==> config.mk <==
export PLATFORM = sky130hd
export DESIGN_NAME = udma_traffic_gen_rx_param_flat
export DESIGN_NICKNAME = d
export VERILOG_FILES = /design/src/rtl/udma_traffic_gen_rx_param_if.sv /design/src/rtl/udma_traffic_gen_rx_param.sv /design/src/flat_wrapper.sv
export SDC_FILE = /design/constraint.sdc
export NUM_CORES = 1
export LEC_CHECK = 0
export CAP_MARGIN = 20
export CORE_MARGIN = 2
export CORE_UTILIZATION = 40
export CTS_BUF_LIST = sky130_fd_sc_hd__clkbuf_2 sky130_fd_sc_hd__clkbuf_4 sky130_fd_sc_hd__clkbuf_8
export CTS_CLUSTER_DIAMETER = 120
export DETAILED_ROUTE_END_ITERATION = 8
export PLACE_DENSITY = 0.72
export SLEW_MARGIN = 30
export SYNTH_ARGS = -nofsm -noshare
export SYNTH_HDL_FRONTEND = slang
export SYNTH_SLANG_ARGS = --single-unit
export TNS_END_PERCENT = 20
==> constraint.sdc <==
create_clock -name clk_i -period 4.5 [get_ports clk_i]
set_clock_uncertainty 0.1 [all_clocks]
set_input_delay 0.675 -clock clk_i [delete_from_list [all_inputs] [get_ports clk_i]]
set_output_delay 0.675 -clock clk_i [all_outputs]
set_load 0.1 [all_outputs]
==> src/rtl/udma_traffic_gen_rx_param_if.sv <==
// -----------------------------------------------------------------------------
// udma_traffic_gen_rx_param_if
// Valid/ready word stream between the RX traffic generator and the uDMA RX
// channel input.
//   rx_data  : generated word (DATA_WIDTH bits)
//   rx_valid : word offered
//   rx_ready : downstream accepts the offered word
// Modports: master = generator side, slave = RX channel side.
// -----------------------------------------------------------------------------
interface udma_traffic_gen_rx_param_if #(
  parameter int DATA_WIDTH = 32
);
  logic [DATA_WIDTH-1:0] rx_data;
  logic                  rx_valid;
  logic                  rx_ready;

  modport master (output rx_data, output rx_valid, input rx_ready);
  modport slave  (input rx_data, input rx_valid, output rx_ready);
endinterface

==> src/rtl/udma_traffic_gen_rx_param.sv <==
// -----------------------------------------------------------------------------
// udma_traffic_gen_rx_param
// Parametrised uDMA RX-side traffic generator. After software enable it emits
// cfg_len_i synthetic words (increment, decrement, Galois LFSR or constant)
// on a valid/ready stream, pulses done_o after the last accepted word, then
// waits for the enable to be cleared.
//
// Build option: define TRAFFIC_GEN_GAP_EN to implement the inter-word gap
// (cfg_setup_i[15:8] idle cycles between words). Without it words are
// offered back-to-back and the gap field is ignored.
//
// Ports:
//   clk_i, rstn_i  clock, asynchronous active-low reset
//   cfg_setup_i    [0] enable, [2:1] mode, [15:8] gap cycles
//   cfg_init_i     first word / LFSR seed
//   cfg_len_i      number of words per run
//   busy_o         high in GENERATE or GAP
//   done_o         one-cycle pulse after the last accepted word
//   count_o        words accepted in the current or last run
//   rx             stream master (rx_data, rx_valid out; rx_ready in)
// -----------------------------------------------------------------------------
module udma_traffic_gen_rx_param #(
  parameter int          DATA_WIDTH = 32,
  parameter int          CNT_WIDTH  = 16,
  parameter logic [31:0] LFSR_POLY  = 32'h8020_0003
) (
  input  logic                        clk_i,
  input  logic                        rstn_i,
  input  logic [31:0]                 cfg_setup_i,
  input  logic [DATA_WIDTH-1:0]       cfg_init_i,
  input  logic [CNT_WIDTH-1:0]        cfg_len_i,
  output logic                        busy_o,
  output logic                        done_o,
  output logic [CNT_WIDTH-1:0]        count_o,
  udma_traffic_gen_rx_param_if.master rx
);

  localparam logic [1:0] MODE_INC  = 2'b00;
  localparam logic [1:0] MODE_DEC  = 2'b01;
  localparam logic [1:0] MODE_LFSR = 2'b10;

  // Only the low DATA_WIDTH bits of the polynomial take part in feedback.
  localparam logic [DATA_WIDTH-1:0] POLY_MASK = DATA_WIDTH'(LFSR_POLY);

  typedef enum logic [1:0] {
    ST_IDLE = 2'd0,
    ST_GEN  = 2'd1,
`ifdef TRAFFIC_GEN_GAP_EN
    ST_GAP  = 2'd2,
`endif
    ST_WAIT = 2'd3
  } state_e;

  state_e                state_q;
  logic [DATA_WIDTH-1:0] data_q;
  logic                  valid_q;
  logic                  done_q;
  logic [CNT_WIDTH-1:0]  count_q;
  logic [CNT_WIDTH-1:0]  len_q;
  logic [1:0]            mode_q;
`ifdef TRAFFIC_GEN_GAP_EN
  logic [7:0]            gap_q;
  logic [7:0]            gap_cnt_q;
`endif

  logic                  en;
  logic [1:0]            mode_in;
  logic [DATA_WIDTH-1:0] seed_d;
  logic [DATA_WIDTH-1:0] data_nxt_d;
  logic [CNT_WIDTH-1:0]  cnt_inc_d;
  logic                  hs;

  function automatic logic [DATA_WIDTH-1:0] next_word(
    input logic [1:0]            mode,
    input logic [DATA_WIDTH-1:0] d
  );
    case (mode)
      MODE_INC:  return d + DATA_WIDTH'(1);
      MODE_DEC:  return d - DATA_WIDTH'(1);
      MODE_LFSR: return (d >> 1) ^ (d[0] ? POLY_MASK : '0);
      default:   return d;
    endcase
  endfunction

  assign en         = cfg_setup_i[0];
  assign mode_in    = cfg_setup_i[2:1];
  // An all-zero LFSR state would lock up, so a zero seed starts at 1.
  assign seed_d     = (mode_in == MODE_LFSR && cfg_init_i == '0) ? DATA_WIDTH'(1) : cfg_init_i;
  assign data_nxt_d = next_word(mode_q, data_q);
  assign cnt_inc_d  = count_q + CNT_WIDTH'(1);
  assign hs         = valid_q & rx.rx_ready;

`ifdef TRAFFIC_GEN_GAP_EN
  logic unused_cfg;
  assign unused_cfg = ^{cfg_setup_i[31:16], cfg_setup_i[7:3]};
  assign busy_o     = (state_q == ST_GEN) || (state_q == ST_GAP);
`else
  logic unused_cfg;
  assign unused_cfg = ^{cfg_setup_i[31:3]};
  assign busy_o     = (state_q == ST_GEN);
`endif

  assign done_o      = done_q;
  assign count_o     = count_q;
  assign rx.rx_data  = data_q;
  assign rx.rx_valid = valid_q;

  always_ff @(posedge clk_i or negedge rstn_i) begin
    if (!rstn_i) begin
      state_q   <= ST_IDLE;
      data_q    <= '0;
      valid_q   <= 1'b0;
      done_q    <= 1'b0;
      count_q   <= '0;
      len_q     <= '0;
      mode_q    <= MODE_INC;
`ifdef TRAFFIC_GEN_GAP_EN
      gap_q     <= '0;
      gap_cnt_q <= '0;
`endif
    end else begin
      done_q <= 1'b0;
      case (state_q)
        ST_IDLE: begin
          if (en) begin
            mode_q  <= mode_in;
            len_q   <= cfg_len_i;
            count_q <= '0;
            data_q  <= seed_d;
`ifdef TRAFFIC_GEN_GAP_EN
            gap_q   <= cfg_setup_i[15:8];
`endif
            if (cfg_len_i == '0) begin
              state_q <= ST_WAIT;
              done_q  <= 1'b1;
            end else begin
              state_q <= ST_GEN;
              valid_q <= 1'b1;
            end
          end
        end

        ST_GEN: begin
          if (hs) begin
            count_q <= cnt_inc_d;
            data_q  <= data_nxt_d;
            // An abort only takes effect once the offered word is accepted,
            // and never reports completion.
            if (!en) begin
              state_q <= ST_IDLE;
              valid_q <= 1'b0;
            end else if (cnt_inc_d == len_q) begin
              state_q <= ST_WAIT;
              valid_q <= 1'b0;
              done_q  <= 1'b1;
            end
`ifdef TRAFFIC_GEN_GAP_EN
            else if (gap_q != '0) begin
              state_q   <= ST_GAP;
              valid_q   <= 1'b0;
              gap_cnt_q <= gap_q;
            end
`endif
          end else if (!valid_q && !en) begin
            state_q <= ST_IDLE;
          end
        end

`ifdef TRAFFIC_GEN_GAP_EN
        ST_GAP: begin
          // gap_cnt_q counts the idle cycles still to elapse, including this one.
          if (!en) begin
            state_q <= ST_IDLE;
          end else if (gap_cnt_q == 8'd1) begin
            state_q <= ST_GEN;
            valid_q <= 1'b1;
          end else begin
            gap_cnt_q <= gap_cnt_q - 8'd1;
          end
        end
`endif

        ST_WAIT: begin
          if (!en) state_q <= ST_IDLE;
        end

        default: begin
          state_q <= ST_IDLE;
          valid_q <= 1'b0;
        end
      endcase
    end
  end

endmodule
==> src/flat_wrapper.sv <==
// flat-port wrapper written by rule: the top's interface ports become plain ports
module udma_traffic_gen_rx_param_flat 
#(
  parameter int          DATA_WIDTH = 32,
  parameter int          CNT_WIDTH  = 16,
  parameter logic [31:0] LFSR_POLY  = 32'h8020_0003
)
  (clk_i, rstn_i, cfg_setup_i, cfg_init_i, cfg_len_i, busy_o, done_o, count_o, rx_rx_data, rx_rx_valid, rx_rx_ready);
  udma_traffic_gen_rx_param_if #(.DATA_WIDTH(DATA_WIDTH)) rx_i ();
  input  logic clk_i;
  input  logic rstn_i;
  input  logic [31:0] cfg_setup_i;
  input  logic [DATA_WIDTH-1:0] cfg_init_i;
  input  logic [CNT_WIDTH-1:0] cfg_len_i;
  output logic busy_o;
  output logic done_o;
  output logic [CNT_WIDTH-1:0] count_o;
  output wire logic [$bits(rx_i.rx_data)-1:0] rx_rx_data;
  output wire logic [$bits(rx_i.rx_valid)-1:0] rx_rx_valid;
  input wire logic [$bits(rx_i.rx_ready)-1:0] rx_rx_ready;
  assign rx_rx_data = rx_i.rx_data;
  assign rx_rx_valid = rx_i.rx_valid;
  assign rx_i.rx_ready = rx_rx_ready;
  udma_traffic_gen_rx_param #(.DATA_WIDTH(DATA_WIDTH), .CNT_WIDTH(CNT_WIDTH), .LFSR_POLY(LFSR_POLY)) u_core (.clk_i(clk_i), .rstn_i(rstn_i), .cfg_setup_i(cfg_setup_i), .cfg_init_i(cfg_init_i), .cfg_len_i(cfg_len_i), .busy_o(busy_o), .done_o(done_o), .count_o(count_o), .rx(rx_i));
endmodule
### Word level (Yosys, flattened, before mapping)

Index checks and enable logic that the tools add are counted.

| operators by class | value |
|---|---|
| add/subtract/negate cells | 3 |
| multiplexer cells | 29 |
| bitwise logic cells | 3 |
| reductions and logical operators | 14 |
| eq/ne operators | 14 |

Operator list:

| cell | number |
|---|---|
| $mux W32 | 4 |
| $pmux W32 S3 | 1 |
| $pmux W32 S2 | 1 |
| $add A32 B1 Y32 const B | 1 |
| $logic_not A32 Y1 | 1 |
| $mux W16 | 2 |
| $pmux W16 S2 | 1 |
| $sub A32 B1 Y32 const B | 1 |
| $xor A31 B32 Y32 | 1 |
| $add A16 B1 Y16 const B | 1 |
| $eq A16 B16 Y1 | 1 |
| $logic_not A16 Y1 | 1 |
| $mux W2 | 7 |
| $mux W1 | 10 |
| $reduce_and A4 Y1 | 2 |
| $eq A2 B2 Y1 const B | 3 |
| $ne A2 B2 Y1 const B | 3 |
| $pmux W2 S3 | 1 |
| $reduce_and A5 Y1 | 1 |
| $eq A2 B1 Y1 const B | 2 |
| $logic_not A2 Y1 | 2 |
| $ne A4 B1 Y1 const B | 1 |
| $ne A4 B4 Y1 const B | 1 |
| $ne A3 B1 Y1 const B | 1 |
| 11 further kinds | 13 |

| storage, ports and cells | value |
|---|---|
| output and inout bits | 51 |
| register bits | 70 |
| word-level logic and storage cells | 70 |
| input bits | 83 |

### Logic depth before layout (Yosys ltp)

| logic depth | value |
|---|---|
| word-level depth | 6 |
| gate-level depth with buffers | 18 |
| depth with buffers taken out | 12 |

### Least setup slack after synthesis

OpenSTA, ideal clock, no wires.

| timing | value |
|---|---|
| path kind | flip-flop to flip-flop |
| from | reg u_core.mode_q[1] |
| to | reg u_core.data_q[24], in the netlist u_core.rx.rx_data[24] |
| cell stages (with the launch flop) | 19 |
| slack | 620 ps |
| path buffers | 6 |
| data arrival time | 3649 ps |
| cell sequence | dfrtp_1 > inv_1 > ha_1 > buf_4 > buf_2 > buf_4 > buf_2 > buf_2 > buf_2 > xor2_1 > ha_1 > or3b_1 > a21oi_1 > nor2_1 > o21a_1 > o221a_2 > o31ai_2 > xnor2_1 > o21ai_1 |

| on the way | value |
|---|---|
| cells in the longest elaborated chain, start to end | 4 |
| elaborated cells on any way between the ends | 8 |
| those cells by class | eq/ne (3); mux (3); reduce/logical (2) |

Ends and longest elaborated chain:

| item | line | text |
|---|---|---|
| from (decl) | udma_traffic_gen_rx_param.sv:60 | `logic [1:0] mode_q;` |
| from (signal assigned) | udma_traffic_gen_rx_param.sv:126 | `mode_q <= mode_in;` |
| $eq A2 B2 Y1 (tied with other cells) | udma_traffic_gen_rx_param.sv:77 | `case (mode)` |
| $pmux W32 S3 | udma_traffic_gen_rx_param.sv:77 |  |
| $mux W32 | udma_traffic_gen_rx_param.sv:144 | `if (hs) begin` |
| $pmux W32 S2 | udma_traffic_gen_rx_param.sv:123 | `case (state_q)` |
| to (signal assigned) | udma_traffic_gen_rx_param.sv:146 | `data_q <= data_nxt_d;` |
| to (decl) | udma_traffic_gen_rx_param.sv:55 | `logic [DATA_WIDTH-1:0] data_q;` |

Several ways; a longest one is shown, not always the timed one. The select of a mux whose other input is x is not followed.
A chain may end at the register's enable or synchronous reset.

### Worst setup path in the final report

| timing | value |
|---|---|
| from | reg u_core.mode_q[1] |
| to | reg u_core.data_q[29], in the netlist u_core.rx.rx_data[29] |

Same word-level chain as after synthesis.

==> impl_results.md <==
* Outcome: finished clean
* Fmax at 282.5 MHz
* Layout cells sized above 1 at 7.892%
* Startpoint Class: flip-flop
* Clk pin slew, worst setup/hold paths at 0.08 ns
* Worst slew pin tran at 1.006 ns
* Initial Util at 40.62%
* Clock Latency Late Sink at 0.38 ns
* Final Hold Vio Count at 0
* Total gr overflow at 0
* Wire per inst at 18.02 um
* Worst Setup Path Type: flip-flop to flip-flop
* P_sw at 3505 uW
* Register bit total from synthesis at 70
* Crit path time final at 3.540 ns
* Avg Cell Area, Syn at 7.727 um2
* CTS resizes at 0
* Total Routing Usage GR at 23.63%
* Clock power frac at 10.1%
* EDFF count, synth at 0
* CTS tree: yes
* FF-to-FF End: u_core.rx.rx_data[29]
* Leakage at 0.002879 uW
* DRC at 0
* Count of pins over their slew limit at 0
* Pwr per Cell Area at 790.3 nW/um2
* TritonCTS Buffers at 9
* Crit. End Element: flip-flop
* Cell Area, Placed at 7503 um2
* H-tree levels at 3
* Vias in the first global route at 6,156
* FF-to-FF Start: u_core.mode_q[1]
* HPWL Detailed at 14,170 um
* First-pass GRT wire length at 31,640 um
* Total number of vias at 6,565
* Synth Net Count at 915
* Post-DRT Antenna Nets at 0
* Overall power at 6117 uW
* Layout area overhead at 21.27%
* Gate Count Post-Synth at 826
* Seq pwr share at 23.9%
* Worst-path maximum fanout at 33
* Comb power frac at 66.0%
* Final period util at 78.66%
* R2R Setup Slk at 0.96 ns
* Antenna violations before repair at 0
* Cell variety after synth at 80
* Post-Layout Cell Count at 1,103
* Max-slew headroom at 32.71%
* Final Setup Violations at 0
* # rows at 46
* Setup ws final at 0.9603 ns
* R2R depth at 12
* Cells after DPL at 1,087
* Final #Nets at 971
* Synthesized cell area at 6382 um2
* Top Ports at 134
* HP Class: input port to async pin
* Setup bufs post-CTS at 0
* Place WS at 0.8361 ns
* Vias per inst at 5.952
* Clock buffer depth at 2
* CP required at 4.65 ns
* RSZ-0062 raised after global routing: no
* Peak VDD IR at 0.0003864 V
* Clock tree sinks at 70
* Worst Path Arrival at 3.69 ns
* Design area at 7740 um2
* Top FF cell, synth: dfrtp_1
* Post-synth ARST share at 100.0%
* Max-cap violations at 0
* Internal at 2612 uW
* Die area at 16,980 um2
* Net switching fraction of the power at 57.30%
* Drt initial violations at 658
* Die height at 130.3 um
* CTS Root Cell: clkbuf_8
* Largest net degree at the start of global routing at 71
* Final TNS setup at 0 ns
* Input/output buffers at 104
* Final WL at 19,880 um
* Sequential share of the synthesized area at 27.45%
* Die W at 130.3 um
* ANT cells at 0
* Core ar. at 15,710 um2
* Cts hold-fix bufs at 0
* Syn. warnings at 0
* Pre-antenna DRT Iters at 5
* RePlAce Congestion at 0.9400
critical path, stage by stage (launching register included):
cell,delay (ns)
dfrtp_1,0.41
inv_1,0.11
ha_2,0.63
buf_4,0.43
buf_4,0.32
nand2_1,0.07
a31oi_1,0.24
nand2b_1,0.16
a41oi_4,0.28
a21oi_2,0.12
nor4b_1,0.17
o31ai_1,0.27
o21ai_1,0.10
registers in the layout (all words and copies together) (netlist names):
signal / count
u_core.rx.rx_data: 32
u_core.state_q: 2
u_core.mode_q: 2
u_core.rx.rx_valid: 1
u_core.len_q: 16
u_core.count_o: 16
u_core.done_o: 1
stage by stage:
step | utilization (%) | hold slack (ns)
after floorplan | - | 0.2794
after global placement | 47.75 | 0.4089
after detailed placement | 47.75 | 0.4144
after CTS | 49.24 | 0.3868
after global routing | 49.26 | 0.2740
final | 49.26 | 0.2080
how the worst max path moves through the flow:
stage,start,cells past startpoint,slack [ns],end
2_1_floorplan,u_core.mode_q[1],18,0.62,u_core.rx.rx_data[24]
3_3_place_gp,cfg_setup_i[0],8,0.95,u_core.count_o[2]
3_5_place_dp,cfg_setup_i[0],8,0.84,u_core.count_o[2]
4_1_cts,u_core.mode_q[1],12,0.98,u_core.rx.rx_data[28]
5_1_grt,u_core.mode_q[1],12,0.71,u_core.rx.rx_data[24]
6_report,u_core.mode_q[1],12,0.96,u_core.rx.rx_data[29]
power by group through the flow:
| stage | registers, uW | clock network (uW) | logic, uW |
|---|---|---|---|
| 2_1_floorplan | 2140 | 0 | 2430 |
| 3_3_place_gp | 1450 | 0 | 3960 |
| 3_5_place_dp | 1460 | 0 | 4010 |
| 5_1_grt | 1520 | 655 | 4340 |
| 4_1_cts | 1450 | 625 | 4020 |
| 6_report | 1460 | 617 | 4040 |
placed cells by master, fill, tap and decap left out, drive strengths merged, types with 5 or more instances in the layout:
cell type,netlist,routed
nand2,66,66
o221ai,9,9
a21oi,59,59
clkdlybuf4s50,0,102
dfrtp,70,70
o211ai,12,12
mux2i,9,9
clkbuf,55,10
nand4,14,14
nor2,83,83
o31ai,8,8
o22ai,11,11
xor2,20,20
or2,6,6
nand3b,6,6
buf,18,16
and2,7,7
nor3,27,27
nor3b,5,5
o21ai,75,75
mux2,18,18
a31oi,12,12
nor2b,9,9
o31a,5,5
ha,6,6
or3,18,18
a221oi,5,5
xnor2,49,49
nand3,13,13
or4,5,5
nand2b,10,10
o21a,10,10
a21o,7,7
inv,15,15
and3,9,9
nor4,18,18
synthesized netlist by cell type, drive strengths merged, types with 5 or more instances:
library cell / count / share of area, %
o21ai: 75 / 5.9
nand3b: 6 / 0.71
o221ai: 9 / 1.2
or2: 6 / 0.63
nor2b: 9 / 0.88
nand2b: 10 / 0.98
xnor2: 49 / 6.7
inv: 15 / 0.88
dfrtp: 70 / 27
nor3: 27 / 2.1
o211ai: 12 / 1.4
o21a: 10 / 1.2
o31ai: 8 / 1.1
a31oi: 12 / 1.2
ha: 6 / 1.2
o22ai: 11 / 1.3
a221oi: 5 / 0.69
nand4: 14 / 1.6
and2: 7 / 0.69
nand3: 13 / 1.1
mux2i: 9 / 1.4
or3: 18 / 1.8
xor2: 20 / 2.7
nor3b: 5 / 0.59
nor4: 18 / 1.8
nand2: 66 / 3.9
or4: 5 / 0.59
clkbuf: 55 / 3.2
nor2: 83 / 4.9
a21o: 7 / 0.82
mux2: 18 / 3.2
and3: 9 / 0.88
a21oi: 59 / 4.7
o31a: 5 / 0.69
buf: 18 / 1.4
cell families (layout without fill, tap and decap cells):
| group | after synthesis | count (layout) | synth area share, % |
|---|---|---|---|
| and+or+nand+nor | 311 | 311 | 25.21 |
| AOI/OAI and AO/OA | 255 | 255 | 26.60 |
| buffers and inverters | 88 | 149 | 5.509 |
| DFF | 70 | 70 | 27.45 |
| xor gates and xnor gates | 69 | 69 | 9.469 |
| muxes | 27 | 27 | 4.587 |
| adders and majority gates | 6 | 6 | 1.176 |
routing by layer:
| layer | GRT usage [%] | vias to the layer above | wire [um] |
|---|---|---|---|
| met2 | 39.21 | 271 | 9420 |
| met3 | 4.264 | 38 | 1452 |
| met4 | 10.06 | 0 | 687 |
| met5 | 0 | - | 0 |
| li1 | - | 3140 | - |
| met1 | 30.30 | 3116 | 8319 |
cell type report:
cell class	instances	area (um2)
clock buffers	10	137.6
repair buffers	118	1145
well taps	216	270.3
flip-flops and latches	70	1752
clock inverters	6	95.09
multi-input cells	668	4284
fillers	1509	7973
inverters	15	56.30
Power figures use the tool's default switching activity.
